**config.mk**
```make
export PLATFORM = sky130hd
export DESIGN_NAME = oflow_core_write_seq_flat
export DESIGN_NICKNAME = d
export VERILOG_FILES = /design/src/rtl/oflow_core_write_seq_if.sv /design/src/rtl/oflow_core_write_seq.sv /design/src/flat_wrapper.sv
export SDC_FILE = /design/constraint.sdc
export NUM_CORES = 1
export LEC_CHECK = 0
export BUFFER_PORTS_ARGS = -buffer_cell sky130_fd_sc_hd__buf_2
export CAP_MARGIN = 15
export CORE_UTILIZATION = 60
export CTS_CLUSTER_DIAMETER = 30
export CTS_CLUSTER_SIZE = 16
export DETAILED_ROUTE_END_ITERATION = 8
export PLACE_DENSITY = 0.79
export SYNTH_ARGS = -nofsm -noshare
export SYNTH_HDL_FRONTEND = slang
export SYNTH_SLANG_ARGS = --single-unit
```
**constraint.sdc**
```tcl
create_clock -name clk -period 9.8 [get_ports clk]
set_input_delay 2.94 -clock clk [delete_from_list [all_inputs] [get_ports clk]]
set_output_delay 2.94 -clock clk [all_outputs]
set_load 0.02 [all_outputs]
```
**src/rtl/oflow_core_write_seq_if.sv**
```systemverilog
// ---------------------------------------------------------------------------
// oflow_core_write_seq_if
// Beat bus between the core write sequencer and the MEM buffer.
//   master (sequencer): drives beat_valid, row_sel, pe_sel, lane_cnt,
//                       last_in_row, last_in_frame; samples buf_ready,
//                       buf_row_done
//   slave  (buffer)   : the mirror image
// ---------------------------------------------------------------------------
interface oflow_core_write_seq_if #(
    parameter int ROW_LEN  = 4,
    parameter int PE_LEN   = 5,
    parameter int LANE_LEN = 3
);
    logic                beat_valid;
    logic [ROW_LEN-1:0]  row_sel;
    logic [PE_LEN-1:0]   pe_sel;
    logic [LANE_LEN-1:0] lane_cnt;
    logic                last_in_row;
    logic                last_in_frame;
    logic                buf_ready;
    logic                buf_row_done;

    modport master (
        output beat_valid, row_sel, pe_sel, lane_cnt, last_in_row, last_in_frame,
        input  buf_ready, buf_row_done
    );

    modport slave (
        input  beat_valid, row_sel, pe_sel, lane_cnt, last_in_row, last_in_frame,
        output buf_ready, buf_row_done
    );
endinterface

```
**src/rtl/oflow_core_write_seq.sv**
```systemverilog
// ---------------------------------------------------------------------------
// oflow_core_write_seq
// Walks a frame's bboxes row by row and, inside a row, in groups of up to
// PE_GROUP processing elements, issuing one valid/ready write beat per group
// to the MEM buffer. Optionally waits for buf_row_done after each row.
//
// Ports:
//   clk, reset            clock, synchronous active-high reset
//   start_write           start pulse (accepted only in IDLE)
//   num_of_bbox_in_frame  bbox count, latched on accepted start
//   busy                  high in LOAD / BEAT / ROW_WAIT
//   done                  one-cycle pulse at frame end
//   overflow_err          count exceeded MAX_BBOX (sticky until next start)
//   bus                   beat bus (master side), see oflow_core_write_seq_if
// All outputs are registered.
// ---------------------------------------------------------------------------
module oflow_core_write_seq #(
    parameter int PE_NUM        = 22,
    parameter int PE_GROUP      = 4,
    parameter int MAX_ROWS      = 16,
    parameter int WAIT_ROW_DONE = 1,
    parameter int NUM_W         = $clog2(MAX_ROWS*PE_NUM+1),
    parameter int ROW_LEN       = $clog2(MAX_ROWS),
    parameter int PE_LEN        = $clog2(PE_NUM),
    parameter int LANE_LEN      = $clog2(PE_GROUP+1)
) (
    input  logic                   clk,
    input  logic                   reset,
    input  logic                   start_write,
    input  logic [NUM_W-1:0]       num_of_bbox_in_frame,
    output logic                   busy,
    output logic                   done,
    output logic                   overflow_err,
    oflow_core_write_seq_if.master bus
);
    localparam int MAX_BBOX = MAX_ROWS*PE_NUM;
    // Row and PE arithmetic carry one extra bit: full_rows/total_rows can
    // equal MAX_ROWS and a row length can equal PE_NUM.
    localparam int RW = ROW_LEN + 1;
    localparam int PW = PE_LEN + 1;

    localparam logic [NUM_W-1:0] MAX_BBOX_N = NUM_W'(MAX_BBOX);
    localparam logic [NUM_W-1:0] PE_NUM_N   = NUM_W'(PE_NUM);
    localparam logic [PW-1:0]    PE_NUM_P   = PW'(PE_NUM);
    localparam logic [PW-1:0]    PE_GROUP_P = PW'(PE_GROUP);

    localparam logic [2:0] S_IDLE     = 3'd0;
    localparam logic [2:0] S_LOAD     = 3'd1;
    localparam logic [2:0] S_BEAT     = 3'd2;
    localparam logic [2:0] S_ROW_WAIT = 3'd3;
    localparam logic [2:0] S_DONE     = 3'd4;

    logic [2:0]          state_r,      state_s;
    logic [NUM_W-1:0]    n_r,          n_s;
    logic [RW-1:0]       full_rows_r,  full_rows_s;
    logic [PW-1:0]       rem_r,        rem_s;
    logic [RW-1:0]       total_rows_r, total_rows_s;
    logic [ROW_LEN-1:0]  row_r,        row_s;
    logic [PE_LEN-1:0]   pe_r,         pe_s;
    logic [LANE_LEN-1:0] lane_r,       lane_s;
    logic                lir_r,        lir_s;
    logic                lif_r,        lif_s;
    logic                beat_valid_r, beat_valid_s;
    logic                busy_r,       busy_s;
    logic                done_r,       done_s;
    logic                overflow_r,   overflow_s;

    logic [NUM_W-1:0]    quot_s;
    logic [NUM_W-1:0]    mod_s;
    logic [PW-1:0]       k_s;
    logic [PW-1:0]       left_s;
    logic [PW-1:0]       lane_full_s;

    // Row split of the latched count; only captured into registers in LOAD.
    assign quot_s = n_r / PE_NUM_N;
    assign mod_s  = n_r % PE_NUM_N;

    // Next-state, counter and latched-count logic of the sequencer FSM.
    always_comb begin
        state_s      = state_r;
        n_s          = n_r;
        full_rows_s  = full_rows_r;
        rem_s        = rem_r;
        total_rows_s = total_rows_r;
        row_s        = row_r;
        pe_s         = pe_r;
        overflow_s   = overflow_r;
        case (state_r)
            S_IDLE: begin
                if (start_write) begin
                    state_s = S_LOAD;
                    if (num_of_bbox_in_frame > MAX_BBOX_N) begin
                        overflow_s = 1'b1;
                        n_s        = MAX_BBOX_N;
                    end else begin
                        overflow_s = 1'b0;
                        n_s        = num_of_bbox_in_frame;
                    end
                end else begin
                    state_s = S_IDLE;
                end
            end
            S_LOAD: begin
                full_rows_s  = RW'(quot_s);
                rem_s        = PW'(mod_s);
                total_rows_s = RW'(quot_s) + ((mod_s != NUM_W'(0)) ? RW'(1) : RW'(0));
                row_s        = ROW_LEN'(0);
                pe_s         = PE_LEN'(0);
                if (n_r == NUM_W'(0)) begin
                    state_s = S_DONE;
                end else begin
                    state_s = S_BEAT;
                end
            end
            S_BEAT: begin
                if (buf_ready_w()) begin
                    if (!lir_r) begin
                        pe_s = PE_LEN'(PW'(pe_r) + PE_GROUP_P);
                    end else if (lif_r) begin
                        state_s = S_DONE;
                    end else if (WAIT_ROW_DONE != 0) begin
                        state_s = S_ROW_WAIT;
                    end else begin
                        row_s = row_r + ROW_LEN'(1);
                        pe_s  = PE_LEN'(0);
                    end
                end else begin
                    state_s = S_BEAT;
                end
            end
            S_ROW_WAIT: begin
                if (bus.buf_row_done) begin
                    row_s   = row_r + ROW_LEN'(1);
                    pe_s    = PE_LEN'(0);
                    state_s = S_BEAT;
                end else begin
                    state_s = S_ROW_WAIT;
                end
            end
            S_DONE: begin
                state_s = S_IDLE;
            end
            default: begin
                state_s = S_IDLE;
            end
        endcase
    end

    function automatic logic buf_ready_w();
        return bus.buf_ready;
    endfunction

    // Lane count and last-beat flags of the beat presented next cycle.
    always_comb begin
        // Rows before full_rows are complete; the one after holds the remainder.
        if (RW'(row_s) < full_rows_s) begin
            k_s = PE_NUM_P;
        end else begin
            k_s = rem_s;
        end
        left_s = k_s - PW'(pe_s);
        if (left_s > PE_GROUP_P) begin
            lane_full_s = PE_GROUP_P;
        end else begin
            lane_full_s = left_s;
        end
        beat_valid_s = (state_s == S_BEAT);
        busy_s       = (state_s == S_LOAD) || (state_s == S_BEAT) || (state_s == S_ROW_WAIT);
        done_s       = (state_s == S_DONE);
        if (beat_valid_s) begin
            lane_s = LANE_LEN'(lane_full_s);
            lir_s  = ((PW'(pe_s) + lane_full_s) == k_s);
            lif_s  = lir_s && (RW'(row_s) == (total_rows_s - RW'(1)));
        end else begin
            lane_s = LANE_LEN'(0);
            lir_s  = 1'b0;
            lif_s  = 1'b0;
        end
    end

    // State and output registers with synchronous reset.
    always_ff @(posedge clk) begin
        if (reset) begin
            state_r      <= S_IDLE;
            n_r          <= NUM_W'(0);
            full_rows_r  <= RW'(0);
            rem_r        <= PW'(0);
            total_rows_r <= RW'(0);
            row_r        <= ROW_LEN'(0);
            pe_r         <= PE_LEN'(0);
            lane_r       <= LANE_LEN'(0);
            lir_r        <= 1'b0;
            lif_r        <= 1'b0;
            beat_valid_r <= 1'b0;
            busy_r       <= 1'b0;
            done_r       <= 1'b0;
            overflow_r   <= 1'b0;
        end else begin
            state_r      <= state_s;
            n_r          <= n_s;
            full_rows_r  <= full_rows_s;
            rem_r        <= rem_s;
            total_rows_r <= total_rows_s;
            row_r        <= row_s;
            pe_r         <= pe_s;
            lane_r       <= lane_s;
            lir_r        <= lir_s;
            lif_r        <= lif_s;
            beat_valid_r <= beat_valid_s;
            busy_r       <= busy_s;
            done_r       <= done_s;
            overflow_r   <= overflow_s;
        end
    end

    assign busy              = busy_r;
    assign done              = done_r;
    assign overflow_err      = overflow_r;
    assign bus.beat_valid    = beat_valid_r;
    assign bus.row_sel       = row_r;
    assign bus.pe_sel        = pe_r;
    assign bus.lane_cnt      = lane_r;
    assign bus.last_in_row   = lir_r;
    assign bus.last_in_frame = lif_r;
endmodule

```
**src/flat_wrapper.sv**
```systemverilog
// flat-port wrapper written by rule: the top's interface ports become plain ports
module oflow_core_write_seq_flat 
#(
    parameter int PE_NUM        = 22,
    parameter int PE_GROUP      = 4,
    parameter int MAX_ROWS      = 16,
    parameter int WAIT_ROW_DONE = 1,
    parameter int NUM_W         = $clog2(MAX_ROWS*PE_NUM+1),
    parameter int ROW_LEN       = $clog2(MAX_ROWS),
    parameter int PE_LEN        = $clog2(PE_NUM),
    parameter int LANE_LEN      = $clog2(PE_GROUP+1)
)
  (clk, reset, start_write, num_of_bbox_in_frame, busy, done, overflow_err, bus_beat_valid, bus_row_sel, bus_pe_sel, bus_lane_cnt, bus_last_in_row, bus_last_in_frame, bus_buf_ready, bus_buf_row_done);
  oflow_core_write_seq_if #(.ROW_LEN(ROW_LEN), .PE_LEN(PE_LEN), .LANE_LEN(LANE_LEN)) bus_i ();
  input  logic clk;
  input  logic reset;
  input  logic start_write;
  input  logic [NUM_W-1:0] num_of_bbox_in_frame;
  output logic busy;
  output logic done;
  output logic overflow_err;
  output wire logic [$bits(bus_i.beat_valid)-1:0] bus_beat_valid;
  output wire logic [$bits(bus_i.row_sel)-1:0] bus_row_sel;
  output wire logic [$bits(bus_i.pe_sel)-1:0] bus_pe_sel;
  output wire logic [$bits(bus_i.lane_cnt)-1:0] bus_lane_cnt;
  output wire logic [$bits(bus_i.last_in_row)-1:0] bus_last_in_row;
  output wire logic [$bits(bus_i.last_in_frame)-1:0] bus_last_in_frame;
  input wire logic [$bits(bus_i.buf_ready)-1:0] bus_buf_ready;
  input wire logic [$bits(bus_i.buf_row_done)-1:0] bus_buf_row_done;
  assign bus_beat_valid = bus_i.beat_valid;
  assign bus_row_sel = bus_i.row_sel;
  assign bus_pe_sel = bus_i.pe_sel;
  assign bus_lane_cnt = bus_i.lane_cnt;
  assign bus_last_in_row = bus_i.last_in_row;
  assign bus_last_in_frame = bus_i.last_in_frame;
  assign bus_i.buf_ready = bus_buf_ready;
  assign bus_i.buf_row_done = bus_buf_row_done;
  oflow_core_write_seq #(.PE_NUM(PE_NUM), .PE_GROUP(PE_GROUP), .MAX_ROWS(MAX_ROWS), .WAIT_ROW_DONE(WAIT_ROW_DONE), .NUM_W(NUM_W), .ROW_LEN(ROW_LEN), .PE_LEN(PE_LEN), .LANE_LEN(LANE_LEN)) u_core (.clk(clk), .reset(reset), .start_write(start_write), .num_of_bbox_in_frame(num_of_bbox_in_frame), .busy(busy), .done(done), .overflow_err(overflow_err), .bus(bus_i));
endmodule
```
; After elaboration in Yosys (flattened, before gate mapping)
; Cells that the tools add are included.
[word_totals]
ff_bits = 46
input_bits = 14
output_inout_bits = 18
elab_cells = 64
[op_classes]
addsub = 6
n_div = 2
n_lt_le_gt_ge = 3
eq_ne = 9
muxes = 21
bitwise_logic = 1
reduce_logical = 8
[op_table]
columns = op, count
row1 = $mux 5, 5
row2 = $mux 6, 3
row3 = $pmux 5 s3, 1
row4 = $eq 3x2->1 const B, 4
row5 = $mux 3, 4
row6 = $pmux 3 s4, 1
row7 = $div 9x5->9 const B, 1
row8 = $gt 9x9->1 const B, 1
row9 = $logic_not 9->1, 1
row10 = $mod 9x5->9 const B, 1
row11 = $mux 9, 1
row12 = $reduce_bool 9->1, 1
row13 = $pmux 4 s2, 1
row14 = $add 5x6->6, 1
row15 = $eq 3x1->1 const B, 2
row16 = $eq 6x6->1, 1
row17 = $gt 6x3->1 const B, 1
row18 = $sub 6x5->6, 1
row19 = $add 5x3->5 const B, 1
row20 = $add 5x5->5, 1
row21 = $eq 4x5->1, 1
row22 = $lt 4x5->1, 1
row23 = $sub 5x1->5 const B, 1
row24 = $add 4x1->4 const B, 1
row25 = other kinds (9), 13

; Depth between registers and ports, before layout
; Gate-level depths: netlist (run 1).
[depth]
depth_word = 11
ltp_mapped = 40
mapped_depth_nobuf = 38

; Least setup slack after synthesis (run 1)
; No wires, ideal clock.
[synth_path]
path_type = input port to flip-flop
from = in bus_buf_row_done
to = reg u_core.lif_r (netlist: u_core.bus.last_in_frame)
setup_time_ns = 0.061
arrival_time_ns = 8.742
required_ns = 9.739
slack_ns = 0.997
cell_stages = 35
cell_sequence = and3b_1 clkbuf_1 nand4_1 xor2_1 or2_2 inv_1 ha_1 a21oi_1 a21oi_1 o21ai_0 nand2_1 nor4b_1 o21ai_0 ha_1 nor2b_1 o21ai_0 nand2b_1 a21o_1 a21oi_1 or4_4 and2_1 nand2_1 or2_1 fa_1 nor2b_1 o21ai_0 nand2b_1 xnor2_1 nand2_1 o21ai_0 a21oi_1 o221a_2 nand4b_1 nor4_1 and4_1
[synth_via]
elab_chain_len = 10
elab_cells_between_ends = 18
classes_between = add/sub (2) / order compare (2) / eq/ne (3) / mux (8) / bitwise (1) / reduce/logical (2)
[synth_lines]
columns = element, line_no
row1 = start: declaration, flat_wrapper.sv:29  ; input wire logic [$bits(bus_i.buf_row_done)-1:0] bus_buf_row_done;
row2 = $mux 4 *, oflow_core_write_seq.sv:132  ; if (bus.buf_row_done) begin
row3 = $pmux 4 s2 *, oflow_core_write_seq.sv:88  ; case (state_r)
row4 = via u_core.row_s[3], oflow_core_write_seq.sv:58  ; logic [ROW_LEN-1:0] row_r, row_s;
row5 = $lt 4x5->1, oflow_core_write_seq.sv:156  ; if (RW'(row_s) < full_rows_s) begin
row6 = $mux 6, oflow_core_write_seq.sv:156
row7 = $sub 6x5->6, oflow_core_write_seq.sv:161  ; left_s = k_s - PW'(pe_s);
row8 = $gt 6x3->1, oflow_core_write_seq.sv:162  ; if (left_s > PE_GROUP_P) begin
row9 = $mux 6, oflow_core_write_seq.sv:162
row10 = $add 5x6->6, oflow_core_write_seq.sv:172  ; lir_s = ((PW'(pe_s) + lane_full_s) == k_s);
row11 = $eq 6x6->1, oflow_core_write_seq.sv:172
row12 = $logic_and 1x1->1 *, oflow_core_write_seq.sv:173  ; lif_s = lir_s && (RW'(row_s) == (total_rows_s - RW'(1)));
row13 = end signal: assignment, oflow_core_write_seq.sv:208  ; lif_r <= lif_s;
row14 = end: declaration, oflow_core_write_seq.sv:62  ; logic lif_r, lif_s;
; Mark *: on every way through the listed nets, which the timed path passes. The rest lies on a longest branch.
; A chain may end at the register's enable or synchronous reset.

; Worst setup path after layout (run 1)
; Ends and elaborated chain as after synthesis.

==> results of run 1 <==
flip-flops by register name, indices dropped and copies added (netlist names), 3 cells and up:
name	count
u_core.bus.lane_cnt	3
u_core.bus.pe_sel	5
u_core.bus.row_sel	4
u_core.full_rows_r	5
u_core.n_r	9
u_core.rem_r	6
u_core.state_r	3
u_core.total_rows_r	5
synth_stat cells (all sizes together) (13+ instances only):
| master | n | area share, % |
|---|---|---|
| nand2 | 58 | 5.0 |
| nor2 | 57 | 5.0 |
| a21oi | 49 | 5.7 |
| dfxtp | 46 | 21 |
| o21ai | 36 | 4.1 |
| nor3 | 22 | 2.5 |
| inv | 21 | 1.8 |
| buf | 20 | 3.1 |
| clkbuf | 19 | 1.6 |
| nor2b | 19 | 2.7 |
| ha | 18 | 5.1 |
| and2 | 14 | 2.0 |
| nand2b | 14 | 2.0 |
| a31oi | 13 | 2.2 |
final cells by class:
cell class | count | area, µm²
clock buffers | 5 | 68.82
clock inverters | 3 | 21.27
fillers | 649 | 2305
inverters | 21 | 78.83
multi-input cells | 488 | 3184
flip-flops and latches | 46 | 920.9
well taps | 96 | 120.1
repair buffers | 38 | 207.7
critical path, delay by kind of cell:
family,cells,cell delay [ns]
AOI/OAI and AO/OA,11,1.98
xor gates and xnor gates,2,0.28
and+or+nand+nor,17,3.04
buffers and inverters,2,0.21
adders and majority gates,3,1.06
repair_timing:
item,in CTS,in global routing
endpoints found under the setup margin,0,2
endpoints found under the hold margin,0,0
gates resized for setup,0,4
report_power, final:
part / total (mW) / switching [mW] / internal [mW]
Sequential: 0.220 / 0.0209 / 0.199
Combinational: 0.400 / 0.238 / 0.162
Clock: 0.118 / 0.0674 / 0.0502
Total: 0.737 / 0.326 / 0.411
final timing paths:
kind	startpoint	endpoint	slack, ns
min reg2reg	u_core.overflow_err	u_core.overflow_err	0.48
max reg2reg	u_core.n_r[6]	u_core.bus.last_in_frame	1.53
min	u_core.overflow_err	u_core.overflow_err	0.48
max	bus_buf_row_done	u_core.bus.last_in_frame	0.51
cells by family (layout without fill, tap and decap cells):
kind of cell,count (synthesis),count (layout),share of synthesized area (%)
compound gates,189,189,30.38
flops,46,46,21.03
xor+xnor,20,20,4.001
other cells,1,2,0.08566
simple gates,249,249,30.01
mux,8,8,1.858
fa+ha+maj,20,20,6.059
buf+inv,60,67,6.573
per-stage QoR:
stage               power (mW)    TNS, ns
floorplan               0.5367          0
global placement        0.6012          0
detailed placement      0.6120  -0.001899
CTS                     0.7318          0
global route            0.7934          0
finish                  0.7370          0
routing by layer:
| metal | share of wire [%] | track usage [%] |
|---|---|---|
| met2 | 47 | 49.93 |
| met3 | 5.6 | 4.171 |
| met1 | 44 | 39.16 |
| met4 | 3.5 | 15.05 |
| met5 | 0 | 0 |
==> results.yml, run 1 <==
outcome:
  status: "completed"
sta:
  rsz0062_at_grt: "false"
  period_minus_slack_ns: 9.286
  hold_viol: 0
  max_slew_margin_pct: 23.81
  fin_ws_ns: 0.5142
  slew_viol_final: 0
  setup_violations: 0
  period_share_pct: 94.75
  tightest_slew_ns: 1.141
  holdWs_ns: 0.4795
  max_freq_mhz: 107.7
  finalClockSkew_ns: 0.008769
placement:
  dp.cells: 689
  place_hpwl_um: 8359
  gp_congestion: 0.9835
  pre_cts_ws_ns: -0.001899
  place_area_mm2: 0.004506
  portBuffers: 31
clock_tree:
  root_buffer: "clkbuf_8"
  cts_max_level: 2
  cts_buffers: 5
  hold_buffers: 0
  cts_tree: "yes"
  numClockSinks: 46
  clock_latency_ns: 0.31
  post_cts.repair.setup_buffers: 0
  clock_path_buffers: 2
  cts.clk_slew.worst_paths_ns: 0.09
die:
  ios: 32
  dieArea_mm2: 0.007642
  die_w_um: 87.42
  initial_core_util_pct: 63.39
  core_mm2: 0.006907
  rows: 30
  die_h_um: 87.42
grt:
  antenna_found_initial: 0
  grt_max_degree: 37
  grt_usage_pct: 30.46
  grt_overflow_total: 0
  grt_pass1_wl_um: 18510
  grt_pass1_vias: 4017
setup_path:
  cpPeakStageDelay_ns: 0.50
  end_kind: "flop"
  crit_path_max_fanout: 5
  crit_required_ns: 10.04
  reg2regPathDepth: 40
  startpoint_type: "primary input"
  worstSetupPathType: "in -> reg"
  cp.arrival_ns: 9.53
  slowest_stage: "fa_1"
cells_and_area:
  layout-drive-gt1-share_pct: 13.14
  mostFrequentLayoutCell: "nand2_1"
  final_util_pct: 66.63
  antenna_cells: 0
  most-common-layout-cells: "nand2_1, nor2_1, a21oi_1"
  final_cells: 697
  area_growth_syn_to_layout_pct: 5.116
  stdcell_area_mm2: 0.004602
  fin_nets: 634
route:
  ant_nets: 0
  wirelength_um: 11240
  num_vias: 4485
  routed_via_density: 6.435
  drc_errors: 0
  firstDrtPassIters: 5
  drt_iter0_drc: 244
  wl_per_cell_um: 16.12
synth:
  postSynthCellCount: 593
  synth.distinct_cells: 86
  synth_edf_count: 0
  synth_ff_type: "dfxtp_1"
  ys_seq_elements: 46
  synth-async-reset-ratio_pct: 0
  synth.avg_cell_area_um2: 7.383
  yosysWarnings: 0
  netlist_area_mm2: 0.004378
  ys_seq_area_share_pct: 21.03
pwr:
  leakagePower_nw: 1.863
  power_density_mw_per_mm2: 160.2
  vdd_drop_max_mv: 0.1001
min_path:
  holdPathStages: 2
  hold_path_class: "reg -> reg"
flow_run:
  drv_cap: 0
Note: power is estimated with default switching activity, not from simulation.
==> inputs of run 2 (changes only) <==
--- a/config.mk
+++ b/config.mk
@@ -7,11 +7,13 @@
 export LEC_CHECK = 0
 export BUFFER_PORTS_ARGS = -buffer_cell sky130_fd_sc_hd__buf_2
 export CAP_MARGIN = 15
+export CORE_MARGIN = 8
 export CORE_UTILIZATION = 60
 export CTS_CLUSTER_DIAMETER = 30
 export CTS_CLUSTER_SIZE = 16
 export DETAILED_ROUTE_END_ITERATION = 8
 export PLACE_DENSITY = 0.79
+export SKIP_CTS_REPAIR_TIMING = 1
 export SYNTH_ARGS = -nofsm -noshare
 export SYNTH_HDL_FRONTEND = slang
 export SYNTH_SLANG_ARGS = --single-unit
==> results.yml, run 2 (synthesis gave the netlist of run 1 again) <==
sta:
  hold_viol: 0
  finalSetupTns_ns: 0
  max_freq_mhz: 108.4
  rsz0062_at_grt: "false"
  tightest_slew_ns: 1.079
  max_slew_margin_pct: 27.95
  period_share_pct: 94.11
  finalClockSkew_ns: 0.01384
  period_minus_slack_ns: 9.223
  setup_violations: 0
  slew_viol_final: 0
min_path:
  hold_path_class: "reg -> reg"
  hold_start: "u_core.overflow_err"
  holdPathStages: 2
  min_to: "u_core.overflow_err"
grt:
  grt-busiest-layer: "met2"
  grt_pass1_wl_um: 18770
  antenna_found_initial: 1
  grt_overflow_total: 0
  grtUsageMet3_pct: 3.299
  grt_usage_pct: 22.18
  grt_max_degree: 37
  grt_util_met1_pct: 26.72
  use_met2_pct: 37.50
  grt_pass1_vias: 4080
die:
  rows: 31
  die_h_um: 101.4
  die_w_um: 101.4
  core_mm2: 0.007176
  initial_core_util_pct: 61.01
  ios: 32
  dieArea_mm2: 0.01029
flow_run:
  drv_cap: 0
clock_tree:
  clock_path_buffers: 2
  root_buffer: "clkbuf_8"
  numClockSinks: 46
  cts_buffers: 5
  cts.clk_slew.worst_paths_ns: 0.09
  clock_latency_ns: 0.30
  cts_max_level: 2
  cts_tree: "yes"
placement:
  portBuffers: 31
  gp_congestion: 1.015
  place_hpwl_um: 8566
route:
  drt_iter0_drc: 324
  firstDrtPassIters: 5
  routed_via_density: 6.371
  ant_nets: 0
  wirelength_um: 11370
  wl_per_cell_um: 16.30
  drc_errors: 0
  num_vias: 4447
cells_and_area:
  max_flop_register: "u_core.n_r"
  antenna_cells: 0
  reg_top3: "u_core.n_r x9, u_core.rem_r x6"
  largest_reg_flops: 9
  multi_input_area_mm2: 0.003182
  final_util_pct: 64.22
  fill_cells: 672
  most-common-layout-cells: "nand2_1, nor2_1, a21oi_1"
  layout-drive-gt1-share_pct: 12.52
  area_growth_syn_to_layout_pct: 5.259
  mostFrequentLayoutCell: "nand2_1"
  regArea_um2: 920.9
  fin_nets: 632
setup_path:
  crit_required_ns: 10.04
  worstSetupPathType: "in -> reg"
  cpPeakStageDelay_ns: 0.49
  cp.arrival_ns: 9.47
  end_kind: "flop"
  reg2regPathDepth: 38
  r2r-end: "u_core.bus.last_in_frame"
  r2r_setup_slack_ns: 1.18
  slowest_stage: "fa_1"
  r2r_start: "u_core.n_r[7]"
  crit_path_max_fanout: 5
  startpoint_type: "primary input"
pwr:
  p_comb_share_pct: 52.2
  leakagePower_nw: 1.862
  pwr-share-clk_pct: 18.7
  seq_power_share_pct: 29.2
  switching_power_uw: 323.1
  power_density_mw_per_mm2: 164.7
  vdd_drop_max_mv: 0.1126
  swShare_pct: 42.58
  power.internal_uw: 435.7
outcome:
  status: "completed"
==> run 2: cell count changes in the layout (fill, tap and decap cells not counted) <==
cell / previous run / this run
nor2_1: 54 / 55
o21ai_1: 5 / 3
clkinv_2: 1 / 0
nor2_2: 3 / 2
a21oi_2: 2 / 1
buf_4: 7 / 5
bufinv_16: 0 / 1
o21ai_2: 0 / 1
clkinv_4: 1 / 0
a21oi_1: 47 / 48
clkbuf_1: 0 / 1
o21ai_0: 31 / 32
==> run 2: worst max path at each step <==
stage	start	endpoint	slack, ns	cells past startpoint
floorplan	bus_buf_row_done	u_core.bus.last_in_frame	1.0	35
global placement	bus_buf_row_done	u_core.bus.last_in_frame	0.45	35
detailed placement	bus_buf_row_done	u_core.bus.last_in_frame	0.18	35
CTS	bus_buf_row_done	u_core.bus.last_in_frame	0.48	35
global route	bus_buf_row_done	u_core.bus.last_in_frame	0.008	35
finish	bus_buf_row_done	u_core.bus.last_in_frame	0.58	35
==> run 2: area by class of cell <==
cell class,count,share of cell area [%]
Clock buffer,6,1.575
Clock inverter,2,0.8146
Inverter,21,1.711
Multi-Input combinational cell,488,69.05
Sequential cell,46,19.98
Tap cell,99,2.688
Timing Repair Buffer,36,4.181
==> run 2: power by group through the flow <==
stage	combinational [mW]	sequential, mW	clock [mW]
final	0.396	0.221	0.142
after global routing	0.436	0.224	0.152
after CTS	0.390	0.221	0.145
after detailed placement	0.387	0.225	0
after global placement	0.377	0.224	0
after floorplan	0.324	0.213	0
==> run 2: through the flow <==
stage	hold slack (ns)	cell area [µm²]	setup slack [ns]	power [mW]	cells
after CTS	0.4670	4604	0.4792	0.7557	698
after floorplan	0.4504	4382	0.9966	0.5367	594
after global placement	0.4409	4494	0.4538	0.6017	690
after global routing	0.4967	4608	0.008291	0.8122	698
final	0.4601	4608	0.5768	0.7588	698
after detailed placement	0.4527	4494	0.1845	0.6124	690
==> run 2: worst max-delay path, delay by kind of cell <==
| family | cells | cell delay [ns] |
|---|---|---|
| adder cells (fa/ha/maj) | 3 | 1.03 |
| AND/OR/NAND/NOR | 17 | 2.93 |
| buffers and inverters | 2 | 0.22 |
| XOR/XNOR | 2 | 0.29 |
| AO/OA/AOI/OAI | 11 | 2.04 |
==> run 2: routing by layer <==
metal	vias to the layer above	wire [µm]
li1	2174	-
met3	38	604
met4	2	439
met5	-	16
met2	174	5501
met1	2059	4813
==> inputs of run 3 (changes only) <==
--- a/config.mk
+++ b/config.mk
@@ -5,14 +5,14 @@
 export SDC_FILE = /design/constraint.sdc
 export NUM_CORES = 1
 export LEC_CHECK = 0
+export ABC_AREA = 1
 export BUFFER_PORTS_ARGS = -buffer_cell sky130_fd_sc_hd__buf_2
 export CAP_MARGIN = 15
-export CORE_MARGIN = 8
 export CORE_UTILIZATION = 60
 export CTS_CLUSTER_DIAMETER = 30
 export CTS_CLUSTER_SIZE = 16
 export DETAILED_ROUTE_END_ITERATION = 8
-export PLACE_DENSITY = 0.79
+export PLACE_DENSITY = 0.81
 export SKIP_CTS_REPAIR_TIMING = 1
 export SYNTH_ARGS = -nofsm -noshare
 export SYNTH_HDL_FRONTEND = slang
==> results.yml, run 3 <==
route:
  drc_errors: 0
  drt_iter0_drc: 242
  wirelength_um: 7820
  ant_nets: 0
  wl_per_cell_um: 12.84
  firstDrtPassIters: 4
  num_vias: 3282
  routed_via_density: 5.389
sta:
  max_freq_mhz: 130.1
  finalSetupTns_ns: 0
  tightest_slew_ns: 0.6857
  setup_violations: 0
  slew_viol_final: 0
  period_minus_slack_ns: 7.689
  hold_viol: 0
  max_slew_margin_pct: 54.29
  finalClockSkew_ns: 0.01533
  rsz0062_at_grt: "false"
  period_share_pct: 78.46
flow_run:
  drv_cap: 0
cells_and_area:
  regArea_um2: 920.9
  multi_input_area_mm2: 0.002106
  area_growth_syn_to_layout_pct: 10.06
  final_cells: 609
  most-common-layout-cells: "nand2_1, inv_1, nor2_1"
  reg_top3: "u_core.n_r x9, u_core.rem_r x6"
  layout-drive-gt1-share_pct: 16.51
  final_util_pct: 70.31
  fin_nets: 572
  fill_cells: 456
  mostFrequentLayoutCell: "nand2_1"
  largest_reg_flops: 9
  max_flop_register: "u_core.n_r"
  antenna_cells: 0
clock_tree:
  clock_path_buffers: 2
  cts_max_level: 2
  clock_latency_ns: 0.31
  cts_tree: "yes"
  cts.clk_slew.worst_paths_ns: 0.09
  root_buffer: "clkbuf_8"
  cts_buffers: 5
  numClockSinks: 46
die:
  die_w_um: 76.68
  rows: 26
  dieArea_mm2: 0.005879
  ios: 32
  die_h_um: 76.68
  core_mm2: 0.005238
  initial_core_util_pct: 63.88
placement:
  dp.cells: 601
  gp_congestion: 0.8981
  place_hpwl_um: 6209
  portBuffers: 31
synth:
  ys_top_cells_by_area: "dfxtp_1, nand2_1, inv_1, nor2_1, ha_1"
  synth_ff_type: "dfxtp_1"
  synth-xor-area-share_pct: 3.665
  synth-async-reset-ratio_pct: 0
  postSynthCellCount: 506
  synth_common_cells: "nand2_1, inv_1, nor2_1"
  synth_top_area_share_pct: 27.52
  synth_top_family_by_area: "simple AND/OR/NAND/NOR gates"
  yosysWarnings: 0
  ys_seq_elements: 46
  synth_compound_area_share_pct: 13.05
  netlist_area_mm2: 0.003346
  synth.distinct_cells: 42
  yosysMostFrequentCell: "nand2_1"
  synth.avg_cell_area_um2: 6.612
  synth_edf_count: 0
  synth.mux.area_fraction_pct: 0.5984
  ys_seq_area_share_pct: 27.52
  synthAdderAreaFrac_pct: 7.928
  synth_area_leader_cell: "dfxtp_1"
  yosys.area_share.simple_pct: 37.47
grt:
  grt_pass1_wl_um: 13690
  grt_max_degree: 40
  antenna_found_initial: 0
  grt_pass1_vias: 3020
  grt_usage_pct: 28.76
  grt_overflow_total: 0
setup_path:
  slowest_stage: "fa_1"
  end_kind: "flop"
  crit_required_ns: 10.02
  startpoint_type: "primary input"
  crit_path_max_fanout: 8
  worstSetupPathType: "in -> reg"
  cpPeakStageDelay_ns: 0.46
  crit_top_cell: "nor2_1"
  cp.arrival_ns: 7.91
pwr:
  power_density_mw_per_mm2: 215.9
  p_comb_share_pct: 54.4
  switching_power_uw: 356.5
  vdd_drop_max_mv: 0.1098
  power.internal_uw: 438.4
  swShare_pct: 44.85
  leakagePower_nw: 1.802
  seq_power_share_pct: 27.4
  pwr-share-clk_pct: 18.3
outcome:
  status: "completed"
min_path:
  hold_path_class: "reg -> reg"
-- run 3: changes by cell type in the layout (fill, tap and decap cells not counted), moves of 16 or more --
cell,previous run,this run
a21oi_1,48,18
nand2_1,58,110
nor2b_1,19,0
nand2_2,0,17
inv_1,19,71
nand3_1,10,26
-- run 3: kinds of logic after synthesis --
logic type	after synthesis
other cells	1
fa+ha+maj	20
mux	2
xor+xnor	14
flops	46
compound gates	69
simple gates	268
buf+inv	86
-- run 3: worst paths after layout --
path                            start                        to  slack [ns]  depth (start not counted)
setup reg to reg        u_core.n_r[5]  u_core.bus.last_in_frame        2.80                         48
setup / recovery     bus_buf_row_done  u_core.bus.last_in_frame        2.11                         33
hold / removal    u_core.overflow_err       u_core.overflow_err        0.49                          2
hold reg to reg   u_core.overflow_err       u_core.overflow_err        0.49                          2
-- run 3: metal layers --
metal  track usage (%)  share of wire [%]  routed length [µm]
met3             5.833                5.2                 408
met1             40.49                 50                3894
met2             43.48                 43                3348
met4             9.808                2.2                 169
met5                 0                  0                   0
-- run 3: critical path: cells and delay by family --
| family | cells | cell delay (ns) |
|---|---|---|
| simple gates | 17 | 2.06 |
| fa+ha+maj | 3 | 1.07 |
| buf+inv | 5 | 0.45 |
| xor+xnor | 2 | 0.33 |
| compound gates | 6 | 1.06 |
-- run 3: final cells by class --
cell class	count	share of cell area [%]
clock buffers	5	1.869
clock inverters	3	1.189
inverters	78	7.951
multi-input cells	375	57.19
flip-flops and latches	46	25.01
well taps	70	2.379
repair buffers	32	4.417
-- run 3: power by group through the flow --
stage / combinational, mW / sequential [mW] / clock (mW)
finish: 0.432 / 0.217 / 0.145
global route: 0.493 / 0.220 / 0.153
CTS: 0.432 / 0.217 / 0.147
detailed placement: 0.429 / 0.222 / 0
global placement: 0.420 / 0.221 / 0
floorplan: 0.348 / 0.222 / 0
-- run 3: stage by stage --
step	worst slack, ns	total power [mW]	instance area (µm²)	hold slack [ns]
finish	2.111	0.7949	3682	0.4852
global route	1.589	0.8657	3682	0.5108
CTS	2.198	0.7961	3682	0.4867
detailed placement	1.953	0.6507	3570	0.4714
global placement	2.113	0.6409	3570	0.4528
floorplan	2.552	0.5701	3349	0.4609
